===== config.mk =====
export PLATFORM = sky130hd
export DESIGN_NAME = i2c_target
export DESIGN_NICKNAME = d
export VERILOG_FILES = /design/src/rtl/i2c_target.sv
export SDC_FILE = /design/constraint.sdc
export NUM_CORES = 1
export LEC_CHECK = 0
export ABC_CLOCK_PERIOD_IN_PS = 2490
export BUFFER_PORTS_ARGS = -buffer_cell sky130_fd_sc_hd__buf_2
export CAP_MARGIN = 20
export CORE_ASPECT_RATIO = 1.2
export CORE_MARGIN = 3
export CORE_UTILIZATION = 45
export CTS_BUF_LIST = sky130_fd_sc_hd__clkbuf_4 sky130_fd_sc_hd__clkbuf_8 sky130_fd_sc_hd__clkbuf_16
export DETAILED_ROUTE_END_ITERATION = 10
export PLACE_DENSITY = 0.65
export SYNTH_ARGS = -nofsm -noshare
export SYNTH_HDL_FRONTEND = slang
export SYNTH_SLANG_ARGS = --single-unit

===== constraint.sdc =====
create_clock -name clk -period 2.49 [get_ports clk]
set_input_delay 0.249 -clock clk [delete_from_list [all_inputs] [get_ports clk]]
set_output_delay 0.249 -clock clk [all_outputs]
set_load 0.005 [all_outputs]

===== src/rtl/i2c_target.sv =====
// i2c_target: I2C target endpoint with a fixed 7-bit address.
// SCL and SDA are oversampled on clk through a 2-FF synchronizer and an edge detector.
// The block detects START, repeated START and STOP.
// Write bytes are delivered on rx_data with a one-cycle rx_valid strobe.
// Read bytes are requested with a one-cycle tx_req and latched from tx_data.
// SDA is driven open-drain through sda_oe. SCL is never stretched.
//
// Parameters:
//   ADDR        own 7-bit address
//   FILTER_LEN  glitch-filter stability length in clk cycles
// Ports:
//   clk, rst (async, active low), scl, sda (async bus inputs)
//   sda_oe (1 = pull SDA low), rx_data/rx_valid, tx_data/tx_req, busy
// Build option:
//   define I2C_TARGET_FILTER_EN to add a stability filter after the synchronizer.
module i2c_target #(
  parameter logic [6:0]  ADDR       = 7'h55,
  parameter int unsigned FILTER_LEN = 3
) (
  input  logic       clk,
  input  logic       rst,
  input  logic       scl,
  input  logic       sda,
  output logic       sda_oe,
  output logic [7:0] rx_data,
  output logic       rx_valid,
  input  logic [7:0] tx_data,
  output logic       tx_req,
  output logic       busy
);

  typedef enum logic [2:0] {
    StIdle, StAddr, StAddrAck, StRx, StRxAck, StTx, StTxAck, StWaitStop
  } state_e;

  // Bit 1 = SCL, bit 0 = SDA. The reset value is the idle bus level, so no false edges occur.
  logic [1:0] sync1_q, sync2_q, line, line_q;

  always_ff @(posedge clk or negedge rst) begin
    if (!rst) begin
      sync1_q <= 2'b11;
      sync2_q <= 2'b11;
    end else begin
      sync1_q <= {scl, sda};
      sync2_q <= sync1_q;
    end
  end

`ifdef I2C_TARGET_FILTER_EN
  localparam int unsigned CntW = (FILTER_LEN > 1) ? $clog2(FILTER_LEN) : 1;
  localparam logic [CntW-1:0] CntMax = CntW'(FILTER_LEN - 1);

  logic [1:0]           filt_q;
  logic [1:0][CntW-1:0] stab_q;

  // A new level is accepted once it has differed from the filtered level for FILTER_LEN clks.
  always_ff @(posedge clk or negedge rst) begin
    if (!rst) begin
      filt_q <= 2'b11;
      stab_q <= '0;
    end else begin
      for (int i = 0; i < 2; i++) begin
        if (sync2_q[i] == filt_q[i]) begin
          stab_q[i] <= '0;
        end else if (stab_q[i] == CntMax) begin
          filt_q[i] <= sync2_q[i];
          stab_q[i] <= '0;
        end else begin
          stab_q[i] <= stab_q[i] + 1'b1;
        end
      end
    end
  end

  assign line = filt_q;
`else
  logic unused_filter_len;
  assign unused_filter_len = ^FILTER_LEN;
  assign line = sync2_q;
`endif

  always_ff @(posedge clk or negedge rst) begin
    if (!rst) line_q <= 2'b11;
    else      line_q <= line;
  end

  logic scl_rise, scl_fall, start_det, stop_det, sda_now;
  assign sda_now   = line[0];
  assign scl_rise  = line[1] & ~line_q[1];
  assign scl_fall  = ~line[1] & line_q[1];
  assign start_det = line[1] & line_q[1] & line_q[0] & ~line[0];
  assign stop_det  = line[1] & line_q[1] & ~line_q[0] & line[0];

  state_e     state_q, state_d;
  logic [2:0] cnt_q, cnt_d;
  // Set after the 8th bit of a byte. In TX_ACK it instead marks a master ACK.
  logic       full_q, full_d;
  logic [7:0] shreg_q, shreg_d;
  logic       sda_oe_q, sda_oe_d, rx_valid_q, rx_valid_d, tx_req_q, tx_req_d;
  logic       busy_q, busy_d;
  logic [7:0] rx_data_q, rx_data_d;

  always_ff @(posedge clk or negedge rst) begin
    if (!rst) begin
      state_q    <= StIdle;
      cnt_q      <= '0;
      full_q     <= 1'b0;
      shreg_q    <= '0;
      sda_oe_q   <= 1'b0;
      rx_data_q  <= '0;
      rx_valid_q <= 1'b0;
      tx_req_q   <= 1'b0;
      busy_q     <= 1'b0;
    end else begin
      state_q    <= state_d;
      cnt_q      <= cnt_d;
      full_q     <= full_d;
      shreg_q    <= shreg_d;
      sda_oe_q   <= sda_oe_d;
      rx_data_q  <= rx_data_d;
      rx_valid_q <= rx_valid_d;
      tx_req_q   <= tx_req_d;
      busy_q     <= busy_d;
    end
  end

  always_comb begin
    state_d    = state_q;
    cnt_d      = cnt_q;
    full_d     = full_q;
    shreg_d    = shreg_q;
    sda_oe_d   = sda_oe_q;
    rx_data_d  = rx_data_q;
    rx_valid_d = 1'b0;
    tx_req_d   = 1'b0;
    busy_d     = busy_q;
    // Bus conditions override any SCL edge seen in the same cycle.
    if (stop_det) begin
      state_d  = StIdle;
      sda_oe_d = 1'b0;
      busy_d   = 1'b0;
    end else if (start_det) begin
      state_d  = StAddr;
      cnt_d    = '0;
      full_d   = 1'b0;
      sda_oe_d = 1'b0;
      busy_d   = 1'b0;
    end else begin
      unique case (state_q)
        StAddr, StRx: begin
          if (scl_rise && !full_q) begin
            shreg_d = {shreg_q[6:0], sda_now};
            cnt_d   = cnt_q + 3'd1;
            full_d  = (cnt_q == 3'd7);
          end else if (scl_fall && full_q) begin
            cnt_d  = '0;
            full_d = 1'b0;
            if (state_q == StRx) begin
              rx_data_d  = shreg_q;
              rx_valid_d = 1'b1;
              sda_oe_d   = 1'b1;
              state_d    = StRxAck;
            end else if (shreg_q[7:1] == ADDR) begin
              sda_oe_d = 1'b1;
              busy_d   = 1'b1;
              state_d  = StAddrAck;
            end else begin
              state_d = StWaitStop;
            end
          end
        end
        StAddrAck: begin
          // shreg_q still holds the address byte; bit 0 is R/W.
          if (scl_rise && shreg_q[0]) tx_req_d = 1'b1;
          if (scl_fall) begin
            if (shreg_q[0]) begin
              shreg_d  = tx_data;
              sda_oe_d = ~tx_data[7];
              state_d  = StTx;
            end else begin
              sda_oe_d = 1'b0;
              state_d  = StRx;
            end
          end
        end
        StRxAck: begin
          if (scl_fall) begin
            sda_oe_d = 1'b0;
            state_d  = StRx;
          end
        end
        StTx: begin
          if (scl_rise && !full_q) begin
            cnt_d  = cnt_q + 3'd1;
            full_d = (cnt_q == 3'd7);
          end else if (scl_fall) begin
            if (full_q) begin
              sda_oe_d = 1'b0;
              cnt_d    = '0;
              full_d   = 1'b0;
              state_d  = StTxAck;
            end else begin
              shreg_d  = {shreg_q[6:0], 1'b0};
              sda_oe_d = ~shreg_q[6];
            end
          end
        end
        StTxAck: begin
          if (scl_rise && !full_q) begin
            if (!sda_now) begin
              tx_req_d = 1'b1;
              full_d   = 1'b1;
            end else begin
              state_d = StWaitStop;
            end
          end else if (scl_fall && full_q) begin
            full_d   = 1'b0;
            shreg_d  = tx_data;
            sda_oe_d = ~tx_data[7];
            state_d  = StTx;
          end
        end
        default: ;
      endcase
    end
  end

  assign sda_oe   = sda_oe_q;
  assign rx_data  = rx_data_q;
  assign rx_valid = rx_valid_q;
  assign tx_req   = tx_req_q;
  assign busy     = busy_q;

endmodule


# Yosys cells after proc, flatten, opt, wreduce, memory -nomap -nowiden
# Index checks and enable logic that the tools add are counted.
# op_classes
n_addsub	1
multipliers	0
n_div	0
magnitude_cmp	0
eq_ne	34
shift	0
muxes	72
bitwise_logic	16
n_reduce_logical	20
# ops
operator	n
8-bit two-way mux	8
3-bit two-way mux	21
4-bit inequality test (second input constant)	13
1-bit two-way mux	37
8-bit one-hot mux with 4 select lines	1
10-bit AND reduction	3
2-bit inequality test (second input constant)	8
5-bit inequality test (second input constant)	3
3-bit one-hot mux with 5 select lines	1
3-bit == test (second input constant)	4
3-bit nonzero test	4
11-bit AND reduction	1
5-bit AND reduction	2
1-bit NOT	9
4-bit nonzero test	2
1-bit bitwise AND	7
7-bit == test (second input constant)	1
7-bit nonzero test	1
3-bit by 2-bit == test with 1-bit output (second input constant)	2
3-bit inequality test (second input constant)	2
3-bit one-hot mux with 2 select lines	1
6-bit AND reduction	1
1-bit one-hot mux with 5 select lines	1
4-bit AND reduction	1
other kinds (7)	9
# word_totals
reg_bits	33
latchBits	0
mem_bits_rw	0
mem_bits_ro	0
out_inout_bits	12
elab_cells	156
memories	0

# Longest topological paths before layout
# depth
word_depth	8
ltp_mapped	8
depth_no_buf	7

# Worst setup path before layout
# No wires, ideal clock.
# synth_path
path_kind	register to register
startpoint	reg line_q[1]
endpoint	reg state_q[1]
setup_time_ps	127
t_arrival_ps	1636
path_slack_ps	726
stages_incl_launch_ff	7
n_path_buf	1
synth_period_minus_slack_ps	1764
cell_sequence	dfstp_2 -> buf_4 -> nand2b_1 -> a211o_1 -> o21bai_1 -> mux2_4 -> mux2_1
# synth_between
elab_chain_len	7
word_cells_on_any_way	25
# synth_rtl
element	line_no	source
start, declared	37	logic [1:0] sync1_q, sync2_q, line, line_q;
start signal, assigned	84	else line_q <= line;
1-bit NOT	89	assign scl_rise = line[1] & ~line_q[1];
1-bit bitwise AND	89	
1-bit logical AND	151, 193, 209	
3-bit two-way mux	209	if (scl_rise && !full_q) begin
3-bit one-hot mux with 5 select lines	149	unique case (state_q)
3-bit two-way mux	142	end else if (start_det) begin
3-bit two-way mux	138	if (stop_det) begin
end signal, assigned	105	state_q <= StIdle;
end signal, assigned	115	state_q <= state_d;
end, declared	94	state_e state_q, state_d;
# Parallel ways exist; a longest one is shown, timed or not.
# A chain may end at the register's enable or synchronous reset.

# Worst setup path after layout
# layout_path
startpoint	reg state_q[0]
endpoint	reg shreg_q[7]
# layout_between
elab_chain_len	4
word_cells_on_any_way	17
# layout_rtl
element	line_no	source
3-bit by 2-bit == test with 1-bit output or 3-bit by 1-bit == test with 1-bit output (tied branches)	149	
2-bit OR reduction	149	
4-bit nonzero test (no source line) or 2-bit inequality test (tied branches)	--	
11-bit AND reduction (no source line)	--	
end signal, assigned	118	shreg_q <= shreg_d;
end, declared	98	logic [7:0] shreg_q, shreg_d;
# Parallel ways exist; a longest one is shown, timed or not.

==> summary.md <==
| Metric | Value |
|---|---|
| Slowest CP cell | `dfrtp_1` |
| Layout cell share with drive strength beyond 1 | `27.8%` |
| Synth-to-Final Area Change | `12.2%` |
| Biggest area consumer among synthesized cells | `dfrtp_1` |
| Insertion delay to the later sink of the worst-skew pair | `0.28 ns` |
| Commonest non-fill, non-tap cell in the layout | `dfrtp_1` |
| Sum of negative setup slack | `0 ns` |
| Syn Area/Cell | `10.8 µm²` |
| First-pass GRT wire length | `6.76 mm` |
| Fin. max-slew vios | `0` |
| Port Buffers | `23` |
| Peak VDD IR | `0.487 mV` |
| Reg2reg path depth | `5` |
| Min Tclk post-route | `2.15 ns` |
| CP Max Fanout | `20` |
| Die Area | `4900 µm²` |
| CTS root buf | `clkbuf_8` |
| Fin crit share | `86.4%` |
| Critical path launch point type | `flop` |
| GRT Resource Usage Total | `17.5%` |
| CP arrival | `2.35 ns` |
| Synthesized net count | `185` |
| Total Power | `2.27 mW` |
| RSZ-0062 raised after global routing | `false` |
| CP Class | `flop to flop` |
| Crit end category | `flop` |
| FFs w/ async S/R, synth | `100%` |
| Fmax | `465 MHz` |
| Antenna viol nets, final | `0` |
| Levels on crit path | `5` |
| Clk buf depth | `2` |
| Final nets | `207` |
| CP required | `2.69 ns` |
| Yosys reg bits | `33` |
| Setup Viol. Count Final | `0` |
| Yosys cell types | `51` |
| Largest cells by area after synthesis | `dfrtp_1, dfstp_2, mux2_1` |
| Crit. Startpoint | `state_q[0]` |
| Detailed Route WL | `3.98 mm` |
| EDFF count, synth | `0` |
| Syn Inst Count | `171` |
| R2r setup slk | `0.34 ns` |
| Ys flop type | `dfrtp_1` |
| Post-CTS setup buffer count | `0` |
| Clk slew on worst S/H paths | `0.07 ns` |
| RePlAce Congestion | `0.950` |
| Initial DRC count | `52` |
| Critical path endpoint | `shreg_q[7]` |
| CTS tree | `done` |
| Post-CTS Hold Buffers | `0` |
| DRC Markers | `0` |
| Post-Synthesis Cell Area | `1840 µm²` |
| GRT overflow | `0` |
| Max-cap violations | `0` |
| Max-slew headroom | `51.7%` |
| Drt wl/cell | `16.2 µm` |
| PostCTS Resize Cnt | `0` |
| Final Hold Vio Count | `0` |
| Clock skew | `0.00807 ns` |
| Vias in the first global route | `1392` |
| PD cells | `1100 nW/µm²` |
| R2R Path Start | `state_q[0]` |
| Synthesis Warnings | `0` |
| Die Span X | `64.4 µm` |
| Row count | `24` |
| Post-DP HPWL | `2.86 mm` |
| Cts bufs inserted | `5` |
| Commonest cells after routing, fill and taps aside | `dfrtp_1, buf_2, nor2_1` |
| Cell family with most CP delay | `compound AO/OA/AOI/OAI gates` |
| CTS HTree Levels | `2` |
| Diode count | `0` |
| Sequence of cells on the critical path | `and2b_4 -> a22oi_2 -> o22ai_4 -> a21boi_4 -> a2bb2oi_1` |
| Antenna violations before repair | `0` |
| Detailed-route via count | `1395` |
| Core area | `3780 µm²` |
| Sequential area share after synthesis | `45.2%` |
| I/O pin count | `24` |
| Pin count of the biggest net entering global routing | `34` |
| Initial Util | `48.7%` |
| Crit path buf inv count | `0` |
| Die Y | `76.1 µm` |
| CP peak stage delay | `0.51 ns` |
| Sink Count | `33` |
| Reported leakage power | `0.956 nW` |
| Worst slew pin tran | `0.725 ns` |
| Worst r2r dst | `shreg_q[7]` |
| Initial DRT Pass Iterations | `4` |
| DR vias/cell | `5.67` |
| Status | `finished clean` |
| Hold Path Class | `input port to asynchronous set/reset pin` |
| Synth top area share | `36.7%` |
[cell type report]
class,instances,area [µm²]
clock buffers,7,90.1
clock inverters,1,7.51
fillers,363,1720
inverters,6,22.5
multi-input cells,122,918
flip-flops and latches,33,833
well taps,52,65.1
repair buffers,25,130
[cell families after synthesis]
| group | count (synthesis) | synth area share, % |
|---|---|---|
| compound gates | 54 | 21.7 |
| fa+ha+maj | 3 | 1.90 |
| buf+inv | 16 | 4.96 |
| flops | 33 | 45.2 |
| mux | 17 | 10.3 |
| simple gates | 48 | 15.9 |
[flip-flops by register name, indices dropped and copies added (netlist names)]
| name | flops |
|---|---|
| busy | 1 |
| cnt_q | 3 |
| full_q | 1 |
| line | 2 |
| line_q | 2 |
| rx_data | 8 |
| rx_valid | 1 |
| sda_oe | 1 |
| shreg_q | 8 |
| state_q | 3 |
| sync1_q | 2 |
| tx_req | 1 |
[worst min-delay path by stage]
stage	from	endpoint	slack (ns)	depth (start not counted)
2_1_floorplan	rst	busy	-0.05	0
3_3_place_gp	rst	rx_data[4]	0.34	1
3_5_place_dp	rst	rx_data[4]	0.35	1
4_1_cts	rst	rx_data[5]	0.04	1
5_1_grt	scl	sync1_q[1]	0.05	1
6_report	rst	rx_data[3]	0.02	1
[cells in the mapped netlist (all sizes together), types with 2 or more instances]
master,instances
and2b,4
buf,10
inv,6
a21boi,2
a22o,2
nand2,12
a2bb2oi,5
nor2,14
mux2i,4
dfstp,6
o21ai,12
mux2,13
o22ai,8
a21oi,11
nand2b,8
a31oi,3
ha,2
dfrtp,27
o21a,2
[per-layer routing]
metal	vias up	global-route usage, %	part of all wire (%)
li1	669	-	-
met1	677	21.7	43
met2	47	29.6	52
met3	2	3.10	4.3
met4	0	6.77	0.63
met5	-	0	0
[power breakdown]
group / leakage (nW) / switching, mW / internal [mW]
logic: 0.512 / 0.479 / 0.443
clock network: 0.0479 / 0.191 / 0.235
registers: 0.396 / 0.208 / 0.711
[worst reg2reg max path, stage by stage, from the launching register on]
cell,delay (ns)
dfrtp_1,0.51
and2b_4,0.51
a22oi_2,0.15
o22ai_4,0.34
a21boi_4,0.34
a2bb2oi_1,0.21
[stage by stage]
step,setup WS [ns],hold slack [ns],area (µm²),util [%],cells
2_1_floorplan,0.726,-0.0466,1840,-,171
3_3_place_gp,0.427,0.337,1970,52.1,238
5_1_grt,0.266,0.0486,2070,54.6,246
4_1_cts,0.373,0.0398,2070,54.6,246
6_report,0.339,0.0204,2070,54.6,246
3_5_place_dp,0.401,0.347,1970,52.1,238
Note: power is estimated with default switching activity, not from simulation.
